<file path="src/rtl/mem_port_arbiter.sv">
// Shares one memory port between the fetch and MEM-stage requests, data first.
// Optional stall counters are compiled in when ARB_PERF_EN is defined.
module mem_port_arbiter #(
    parameter int AW    = 32,
    parameter int DW    = 32,
    parameter int CNT_W = 32
) (
    input  logic             clk,
    input  logic             reset,
    input  logic             ireqF,
    input  logic [AW-1:0]    iaddrF,
    output logic [DW-1:0]    instrF,
    output logic             ireadyF,
    input  logic             dreqM,
    input  logic             dwriteM,
    input  logic [AW-1:0]    daddrM,
    input  logic [DW-1:0]    dwdataM,
    output logic [DW-1:0]    drdataM,
    output logic             dreadyM,
    output logic             stallF_mem,
    output logic             stallM_mem,
    output logic             mem_req,
    output logic             mem_we,
    output logic [AW-1:0]    mem_addr,
    output logic [DW-1:0]    mem_wdata,
    input  logic [DW-1:0]    mem_rdata,
    input  logic             mem_ack,
    output logic             proto_err,
    output logic [CNT_W-1:0] istall_cnt,
    output logic [CNT_W-1:0] dstall_cnt
);

    typedef enum logic [1:0] {
        IDLE,
        IBUSY,
        DBUSY
    } state_t;

    state_t state;
    state_t state_nxt;
    logic   grant_i;
    logic   grant_d;

    always_comb begin
        state_nxt = state;
        grant_i   = 1'b0;
        grant_d   = 1'b0;
        unique case (state)
            IDLE: begin
                if (dreqM) begin
                    state_nxt = DBUSY;
                    grant_d   = 1'b1;
                end else if (ireqF) begin
                    state_nxt = IBUSY;
                    grant_i   = 1'b1;
                end
            end
            IBUSY: begin
                if (mem_ack) begin
                    if (dreqM) begin
                        state_nxt = DBUSY;
                        grant_d   = 1'b1;
                    end else begin
                        state_nxt = IDLE;
                    end
                end
            end
            DBUSY: begin
                // The served data request is not re-granted; fetch goes next.
                if (mem_ack) begin
                    if (ireqF) begin
                        state_nxt = IBUSY;
                        grant_i   = 1'b1;
                    end else begin
                        state_nxt = IDLE;
                    end
                end
            end
            default: state_nxt = IDLE;
        endcase
    end

    always_ff @(posedge clk) begin
        if (reset) begin
            state     <= IDLE;
            mem_we    <= 1'b0;
            mem_addr  <= '0;
            mem_wdata <= '0;
            proto_err <= 1'b0;
        end else begin
            state <= state_nxt;
            if (grant_d) begin
                mem_we    <= dwriteM;
                mem_addr  <= daddrM;
                mem_wdata <= dwdataM;
            end else if (grant_i) begin
                mem_we   <= 1'b0;
                mem_addr <= iaddrF;
            end
            if (mem_ack && state == IDLE) begin
                proto_err <= 1'b1;
            end
        end
    end

    assign mem_req    = (state != IDLE);
    assign ireadyF    = (state == IBUSY) && mem_ack;
    assign dreadyM    = (state == DBUSY) && mem_ack;
    assign instrF     = mem_rdata;
    assign drdataM    = mem_rdata;
    assign stallF_mem = ireqF & ~ireadyF;
    assign stallM_mem = dreqM & ~dreadyM;

`ifdef ARB_PERF_EN
    localparam logic [CNT_W-1:0] CNT_MAX = {CNT_W{1'b1}};
    localparam logic [CNT_W-1:0] CNT_ONE = {{(CNT_W-1){1'b0}}, 1'b1};

    logic [CNT_W-1:0] icnt;
    logic [CNT_W-1:0] dcnt;

    // Saturating: a stuck counter reads as "at least this many".
    always_ff @(posedge clk) begin
        if (reset) begin
            icnt <= '0;
            dcnt <= '0;
        end else begin
            if (stallF_mem && icnt != CNT_MAX) begin
                icnt <= icnt + CNT_ONE;
            end
            if (stallM_mem && dcnt != CNT_MAX) begin
                dcnt <= dcnt + CNT_ONE;
            end
        end
    end

    assign istall_cnt = icnt;
    assign dstall_cnt = dcnt;
`else
    assign istall_cnt = '0;
    assign dstall_cnt = '0;
`endif

endmodule

</file>
<file path="config.mk">
export PLATFORM = sky130hd
export DESIGN_NAME = mem_port_arbiter
export DESIGN_NICKNAME = d
export VERILOG_FILES = /design/src/rtl/mem_port_arbiter.sv
export SDC_FILE = /design/constraint.sdc
export NUM_CORES = 1
export LEC_CHECK = 0
export ABC_CLOCK_PERIOD_IN_PS = 2600
export BUFFER_PORTS_ARGS = -buffer_cell sky130_fd_sc_hd__buf_2
export CAP_MARGIN = 20
export CORE_AREA = 2 2 131 133
export CTS_BUF_LIST = sky130_fd_sc_hd__clkbuf_8
export CTS_CLUSTER_DIAMETER = 150
export CTS_CLUSTER_SIZE = 20
export DETAILED_ROUTE_END_ITERATION = 16
export DIE_AREA = 0 0 133 135
export PLACE_DENSITY = 0.58
export SYNTH_ARGS = -nofsm -noshare
export SYNTH_HDL_FRONTEND = slang
export SYNTH_SLANG_ARGS = --single-unit
</file>
<file path="constraint.sdc">
create_clock -name clk -period 2.6 [get_ports clk]
set_input_delay 0.39 -clock clk [delete_from_list [all_inputs] [get_ports clk]]
set_output_delay 0.39 -clock clk [all_outputs]
set_load 0.05 [all_outputs]
</file>
; Word-level counts from Yosys, hierarchy flattened
; Cells that the tools add are included.
[totals]
register_bits = 68
latch_bits = 0
mem_bits_rw = 0
romBits = 0
word_cells = 39
memories = 0
[classes]
n_addsub = 0
multipliers = 0
n_div = 0
n_lt_le_gt_ge = 0
n_eq_ne = 5
shift = 0
mux = 18
bitwise = 4
reduce_logical = 7
[op_table]
columns = op, count
row1 = 2-to-1 mux 32 bit, 2
row2 = 2-to-1 mux 2 bit, 5
row3 = 2-to-1 mux 1 bit, 8
row4 = one-hot mux 2 bit (3 select lines), 1
row5 = "!= test 2 bit, second input constant", 2
row6 = one-hot mux 1 bit (2 select lines), 2
row7 = nonzero test 2 bit, 2
row8 = logical AND 1 bit, 3
row9 = "!= test 3 bit, second input constant", 1
row10 = AND reduction 3 bit, 1
row11 = bitwise AND 1 bit, 2
row12 = "equality test 2 x 1 -> 1 bit, second input constant", 1
row13 = "equality test 2 bit, second input constant", 1
row14 = logical NOT 2 bit, 1
row15 = inverter 1 bit, 2

; Logic depth before layout (Yosys ltp)
; Gate-level depths: netlist of run 1.
[logic_depth]
ltp_word = 5
depth_mapped = 7
mapped_depth_nobuf = 4

; Least setup slack after synthesis of run 1
; Ideal clock, no wire load.
[synth_path]
path_kind = input-to-output
startpoint = in mem_ack
endpoint = out stallF_mem
t_arrival_ps = 1551
path_slack_ps = 659
path_stages = 3
path_buffers = 0
path_cell_list = nand2_1 > nor2_1 > nor2b_1
[synth_via]
elab_chain_len = 3
[synth_rtl]
columns = element, line
row1 = "start, declared", 27  ; input logic mem_ack,
row2 = logical AND 1 bit, 107  ; assign ireadyF = (state == IBUSY) && mem_ack;
row3 = named net ireadyF, 13  ; output logic ireadyF,
row4 = inverter 1 bit, 111  ; assign stallF_mem = ireqF & ~ireadyF;
row5 = bitwise AND 1 bit, 111
row6 = "end, declared", 20  ; output logic stallF_mem,
; The timed path passes the listed nets, and every way through them passes these cells.

; Final worst setup path of run 1
[layout_path]
startpoint = reg state[1]
endpoint = out dreadyM
[layout_via]
elab_chain_len = 2
[layout_rtl]
columns = element, line
row1 = "start, declared", 39  ; state_t state;
row2 = "start signal, assigned", 91  ; state <= state_nxt;
row3 = equality test 2 bit, 108  ; assign dreadyM = (state == DBUSY) && mem_ack;
row4 = logical AND 1 bit, 108
row5 = "end, declared", 19  ; output logic dreadyM,
; Every way passes these cells.

==> results of run 1 <==
Yosys cell counts, drive strengths merged (2+ instances only):
cell type,number,area share
nor3b,2,0.0052
nor2b,3,0.0055
nand2,129,0.13
a21oi,33,0.043
nand3b,2,0.0039
nor2,40,0.046
clkbuf,7,0.0068
buf,150,0.29
dfxtp,68,0.35
a311oi,32,0.11
per-layer routing:
| metal | vias to the layer above | share of wire | track usage |
|---|---|---|---|
| met5 | - | 0 | 0 |
| met4 | 0 | 0.018 | 0.04002 |
| met3 | 19 | 0.12 | 0.05405 |
| met2 | 194 | 0.50 | 0.2006 |
| met1 | 1376 | 0.36 | 0.1158 |
| li1 | 1551 | - | - |
worst max-delay path, cell delays in order, from the launching register on:
cell and delay, ns:
dfxtp_1 0.53, and3b_1 0.26, buf_2 0.28
path summary, 6_finish.rpt:
check	endpoint	depth (start not counted)	from	slack, ns
worst max-delay path	dreadyM	2	state[1]	0.79
worst min-delay path	mem_wdata[4]	3	dwdataM[4]	0.26
worst max register to register	mem_addr[3]	5	state[1]	0.87
worst min register to register	mem_wdata[2]	2	mem_wdata[2]	0.45
state kept, by name, indices dropped and copies added (netlist names):
name	flops
proto_err	1
mem_wdata	32
mem_addr	32
state	2
mem_we	1
metrics by stage:
stage               hold WS (ns)  worst slack, ns
floorplan                 0.4798           0.6589
global placement          0.4402           0.8948
detailed placement        0.4433           0.8746
CTS                       0.2351           0.7558
global route              0.2445           0.6951
finish                    0.2638           0.7867
cell type report:
cell class,instances,area (µm²)
Tap cell,220,275.3
Sequential cell,68,1361
Clock inverter,5,82.58
Fill cell,1794,11970
Inverter,1,3.754
Timing Repair Buffer,178,955.9
Clock buffer,11,151.4
Multi-Input combinational cell,312,1605
cell families after synthesis:
logic type	share of synthesized area
flops	0.3543
compound gates	0.1589
other cells	0.0009759
simple gates	0.1924
buf+inv	0.2934
where the power goes:
group | internal (W) | leakage, nW | total (W) | switching, W
Clock | 0.000596 | 0.120 | 0.00104 | 0.000440
Combinational | 0.000262 | 1.47 | 0.00112 | 0.000859
Sequential | 0.00114 | 0.562 | 0.00120 | 0.0000534
Total | 0.00200 | 2.15 | 0.00335 | 0.00135
cells in the final DEF (no fill, tap or decap), drive strengths merged, types with 3 or more instances in the layout:
master | synthesis | routed
buf | 150 | 178
nand2 | 129 | 129
dfxtp | 68 | 68
conb | 1 | 64
nor2 | 40 | 40
a21oi | 33 | 33
a311oi | 32 | 32
clkbuf | 7 | 11
nor2b | 3 | 3
==> parameters.txt, run 1 <==
Parameter                              Value

STA
  Count of final max-slew check failures ... 0
  Endpoints failing setup ... 0
  Worst max-slew margin expressed relative to the limit ... 0.5527
  Final worst path period need ... ~1.8 ns
  Final hold vios ... 0
  Max frequency ... 551.5 MHz
  Maximum clock skew at final layout ... 0.007722 ns
  Total negative slack ... 0 ns
  Slew of the pin with the lowest slew margin ... approximately 0.67 ns
  Final worst-path cycle share ... 0.6974
  RSZ-0062 raised after global routing ... no

Final layout
  Number of nets at the end of the flow ... 704
  Number of cells in the finished layout apart from fillers ... between 700 and 800
  Final standard cell utilization of the core ... 0.2703
  Area growth from synthesis to layout ... 15.43%
  Ratio of cells with drive above 1 in the final layout ... 0.3965
  Post-route cell area ... 0.004436 mm²
  Count of inserted antenna diode cells ... 0

Power and ir drop
  Leakage power ... approximately 2.2 nW
  Peak supply drop ... approximately 0.00024 V
  Pwr/cell area ... 755.8 mW/mm²
  Overall Power ... 0.003352 W

Yosys
  Register bit count reported by yosys ... 68
  Most used DFF post-synth ... dfxtp_1
  Yosys warns ... 0
  Seq/Total Area, Yosys ... 0.3543
  Gate count of the mapped netlist ... 475
  Avg Cell Area, Syn ... a little over 8 µm²
  Share of flip-flops with an asynchronous set or reset ... 0
  Number of unique standard cell types used by synthesis ... 26
  Syn Std Cell Area ... 0.003842 mm²
  Number of enable flip-flop cells after synthesis ... 0

Global route
  Total routing usage reported by global routing ... 0.1127
  First-pass GRT wire length ... 15420 µm
  Overflow left after global routing ... 0
  Via count of the first global-routing pass ... around 2800
  Largest net degree at the start of global routing ... 66
  Antenna violations before repair ... 0

Floorplan
  Starting density of the core ... 0.2342
  Full die area ... about 0.018 mm²
  Width of the die ... 133 µm
  Number of I/O pins ... around 330
  Core ar. ... 0.01641 mm²
  Std-Cell Rows ... 47
  Overall die height ... between 100 and 150 µm

Route
  Per-cell via count in the routed design ... 3.950
  DR vias ... 3140
  Detailed-route wire length ... 10490 µm
  Number of nets with antenna violations after routing ... 0
  Initial DRC Count ... 109
  DRC violations left ... 0
  Mean routed wirelength per cell ... between 10 and 15 µm
  Detailed-routing iteration count for the pre-antenna-repair pass ... 4

Clock tree
  Number of sinks driven by the clock tree ... 68
  Clock root cell ... clkbuf_8
  Clock latency on the worst-skew pair ... 0.35 ns
  Clock tree from TritonCTS ... built
  PostCTS Resize Cnt ... 0
  Longest Clk Path Bufs ... 2
  CTS Hold Bufs ... 0
  Number of buffers created by CTS ... 9
  Clock transition at the register clock pins on the worst setup and hold paths after CTS ... approximately 0.08 ns
  # Post-CTS Setup Buffers ... 0
  H-tree lvl count ... 3

Placed design
  DP Cell Count ... 779
  Placer Congestion ... 0.7212
  DP Area ... roughly 0.0042 mm²
  DP Wirelength ... 7811 µm
  Number of buffer cells added on primary ports ... 172

Min path
  Type of the worst min-delay path ... in -> reg

Status
  Run status ... completed

Critical path
  Category of the most critical setup path ... reg -> out
  Signal arrival time at the worst endpoint ... 1.42 ns
  Nature of the critical path endpoint ... output port
  Critical path startpoint category ... flip-flop
  Worst path required time ... 2.21 ns
  Crit Path Max Fanout ... 10

Flow run
  Max-capacitance violation count ... 0
Note: power is estimated with default switching activity, not from simulation.
==> run 2, diff against run 1 <==
--- a/config.mk
+++ b/config.mk
@@ -5,7 +5,7 @@
 export SDC_FILE = /design/constraint.sdc
 export NUM_CORES = 1
 export LEC_CHECK = 0
-export ABC_CLOCK_PERIOD_IN_PS = 2600
+export ABC_CLOCK_PERIOD_IN_PS = 1500
 export BUFFER_PORTS_ARGS = -buffer_cell sky130_fd_sc_hd__buf_2
 export CAP_MARGIN = 20
 export CORE_AREA = 2 2 131 133
@@ -14,7 +14,7 @@
 export CTS_CLUSTER_SIZE = 20
 export DETAILED_ROUTE_END_ITERATION = 16
 export DIE_AREA = 0 0 133 135
-export PLACE_DENSITY = 0.58
+export PLACE_DENSITY = 0.6
 export SYNTH_ARGS = -nofsm -noshare
 export SYNTH_HDL_FRONTEND = slang
 export SYNTH_SLANG_ARGS = --single-unit
==> constraint.sdc (replaced) <==
create_clock -name clk -period 1.5 [get_ports clk]
set_input_delay 0.225 -clock clk [delete_from_list [all_inputs] [get_ports clk]]
set_output_delay 0.225 -clock clk [all_outputs]
set_load 0.05 [all_outputs]
==> parameters.txt, run 2 (synthesis results as in run 1) <==
Parameter                              Value

Final layout
  Most frequent cells in the layout ... 168 x buf_2, 122 x nand2_1, 66 x dfxtp_1, 64 x conb_1, 31 x a21oi_1 (was 172 x buf_2, 129 x nand2_1, 68 x dfxtp_1, 64 x conb_1, 33 x a21oi_1)
  Commonest non-fill, non-tap cell in the layout ... buf_2 (unchanged)
  Number of cells in the finished layout apart from fillers ... 825 (was 795)
  Number of nets at the end of the flow ... 735 (was 704)
  Count of inserted antenna diode cells ... 0 (unchanged)
  Ratio of cells with drive above 1 in the final layout ... 0.4545 (was 0.3965)
  Top flop regs ... mem_addr x32, mem_wdata x32, state x2 (unchanged)
  Area growth from synthesis to layout ... 28.56% (was 15.43%)
  Post-route cell area ... 0.004940 mm² (was 0.004436 mm²)

STA
  Final worst-path cycle share ... 1.050
  Setup WS post-layout ... -0.07477 ns (was 0.7867 ns)
  RSZ-0062 raised after global routing ... yes (was no)
  Final worst path period need ... 1.575 ns
  Worst hold slack across all endpoints ... 0.1097 ns (was 0.2638 ns)
  Total negative slack ... -1.730 ns (was 0 ns)
  Final hold vios ... 0 (unchanged)
  Endpoints failing setup ... 54 (was 0)
  Count of final max-slew check failures ... 0 (unchanged)
  Maximum clock skew at final layout ... 0.007866 ns (was 0.007722 ns)
  Max frequency ... between 600 and 700 MHz

Route
  Detailed-routing iteration count for the pre-antenna-repair pass ... 4 (unchanged)
  DRC violations left ... 0 (unchanged)
  Number of nets with antenna violations after routing ... 0 (unchanged)
  Initial DRC Count ... 93 (was 109)
  Per-cell via count in the routed design ... 4.028 (was 3.950)
  DR vias ... 3323 (was 3140)
  Mean routed wirelength per cell ... 14.40 µm (was 13.20 µm)
  Detailed-route wire length ... 11880 µm (was 10490 µm)

Global route
  Antenna violations before repair ... 0 (unchanged)
  Via count of the first global-routing pass ... 2939 (was 2807)
  First-pass GRT wire length ... 15720 µm (was 15420 µm)
  Overflow left after global routing ... 0 (unchanged)
  Largest net degree at the start of global routing ... 47 (was 66)
  Total routing usage reported by global routing ... 0.1146 (was 0.1127)

Floorplan
  Std-Cell Rows ... 47 (unchanged)
  Overall die height ... 135 µm (unchanged)
  Number of I/O pins ... 333 (unchanged)
  Starting density of the core ... 0.2342 (unchanged)
  Core ar. ... 0.01641 mm² (unchanged)
  Full die area ... 0.01796 mm² (unchanged)
  Width of the die ... 133 µm (unchanged)

Critical path
  Cell Chain, Critical Path ... nor2b_2 > or3b_2 > buf_12 > nand2_1 > a311oi_2 (was and3b_1 > buf_2)
  Nature of the critical path endpoint ... flip-flop (was output port)
  Worst path required time ... 1.72 ns (was 2.21 ns)
  Crit path largest cell delay ... 0.50 ns (was 0.53 ns)
  Critical path startpoint category ... flip-flop (unchanged)
  Kind of cell with the highest combined delay on the critical path ... simple AND/OR/NAND/NOR gates (was flip-flops)
  Category of the most critical setup path ... reg -> reg (was reg -> out)
  Crit Path Max Fanout ... 46 (was 10)
  Buffering stage count on the worst path with inverters included ... 1 (unchanged)
  Signal arrival time at the worst endpoint ... 1.79 ns (was 1.42 ns)
  Highest-delay cell along the critical path ... or3b_2 (was dfxtp_1)

Clock tree
  Clock latency on the worst-skew pair ... 0.35 ns (about the same)
  CTS Hold Bufs ... 0 (unchanged)
  Clock transition at the register clock pins on the worst setup and hold paths after CTS ... 0.07 ns (was 0.08 ns)
  Longest Clk Path Bufs ... 2 (unchanged)
  Number of sinks driven by the clock tree ... 68 (unchanged)
  Number of buffers created by CTS ... 9 (unchanged)
  H-tree lvl count ... 3 (unchanged)
  Clock tree from TritonCTS ... built (unchanged)
  Clock root cell ... clkbuf_8 (unchanged)

Power and ir drop
  Peak supply drop ... 0.0003742 V (was 0.0002398 V)
  Pwr/cell area ... 1196 mW/mm² (was 755.8 mW/mm²)
  Leakage power ... 2.400 nW (was 2.154 nW)

Placed design
  DP Wirelength ... 7711 µm (was 7811 µm)
  DP Cell Count ... 797 (was 779)
  Placer Congestion ... 0.7150 (was 0.7212)
  Setup slack at placement ... -0.05886 ns (was 0.8746 ns)
  Number of buffer cells added on primary ports ... 172 (unchanged)
  DP Area ... 0.004369 mm² (was 0.004202 mm²)

Flow run
  Max-capacitance violation count ... 0 (unchanged)

Status
  Run status ... finished, violations left (was completed)
  Failing checks ... negative setup slack

Min path
  Type of the worst min-delay path ... in -> reg (unchanged)
==> run 2: worst reg2reg max path, cell delays in order, from the launching register on <==
cell      delay [ns]
dfxtp_2         0.33
nor2b_2         0.17
or3b_2          0.50
buf_12          0.20
nand2_1         0.15
a311oi_2        0.09
==> run 2: report_power, final <==
part / switching [W] / leakage, nW / internal (W)
Combinational: 0.00160 / 1.73 / 0.000666
Sequential: 0.0000866 / 0.563 / 0.00198
Clock: 0.000692 / 0.111 / 0.000885
==> run 2: through the flow <==
step / utilization / total power, W
2_1_floorplan: - / 0.004223
3_3_place_gp: 0.2663 / 0.004141
3_5_place_dp: 0.2663 / 0.004150
4_1_cts: 0.2838 / 0.005842
5_1_grt: 0.3011 / 0.006216
6_report: 0.3011 / 0.005907
==> run 2: worst paths after layout <==
| path | startpoint | end | slack [ns] | cells past startpoint |
|---|---|---|---|---|
| worst max-delay path | state[0] | mem_addr[4] | -0.07 | 5 |
| worst min-delay path | dwdataM[18] | mem_wdata[18] | 0.11 | 3 |
| worst min register to register | mem_wdata[6] | mem_wdata[6] | 0.45 | 2 |
| worst max register to register | state[0] | mem_addr[4] | -0.07 | 5 |
==> run 2: repair_timing <==
| item | 4_1_cts | 5_1_grt |
|---|---|---|
| resized for setup | 16 | 21 |
| cloned | 1 | 8 |
| setup endpoints to repair | 36 | 69 |
| pin swaps | 1 | 5 |
| setup buffers | 2 | 2 |
| hold endpoints to repair | 0 | 0 |
==> run 2: per-layer routing <==
layer | routed length [µm] | global-route usage | vias to the layer above
met5 | 0 | 0 | -
met4 | 223 | 0.05854 | 0
met2 | 5834 | 0.1929 | 177
met1 | 4832 | 0.1270 | 1506
met3 | 991 | 0.04279 | 30
li1 | - | - | 1610
==> run 2: final cells by class <==
type,instances,area [µm²]
inverter,1,3.754
timing repair buffer,209,1416
tap,220,275.3
clock inverter,3,37.54
fill,1780,11470
sequential,68,1366
clock buffer,12,165.2
multi-input combinational,312,1675
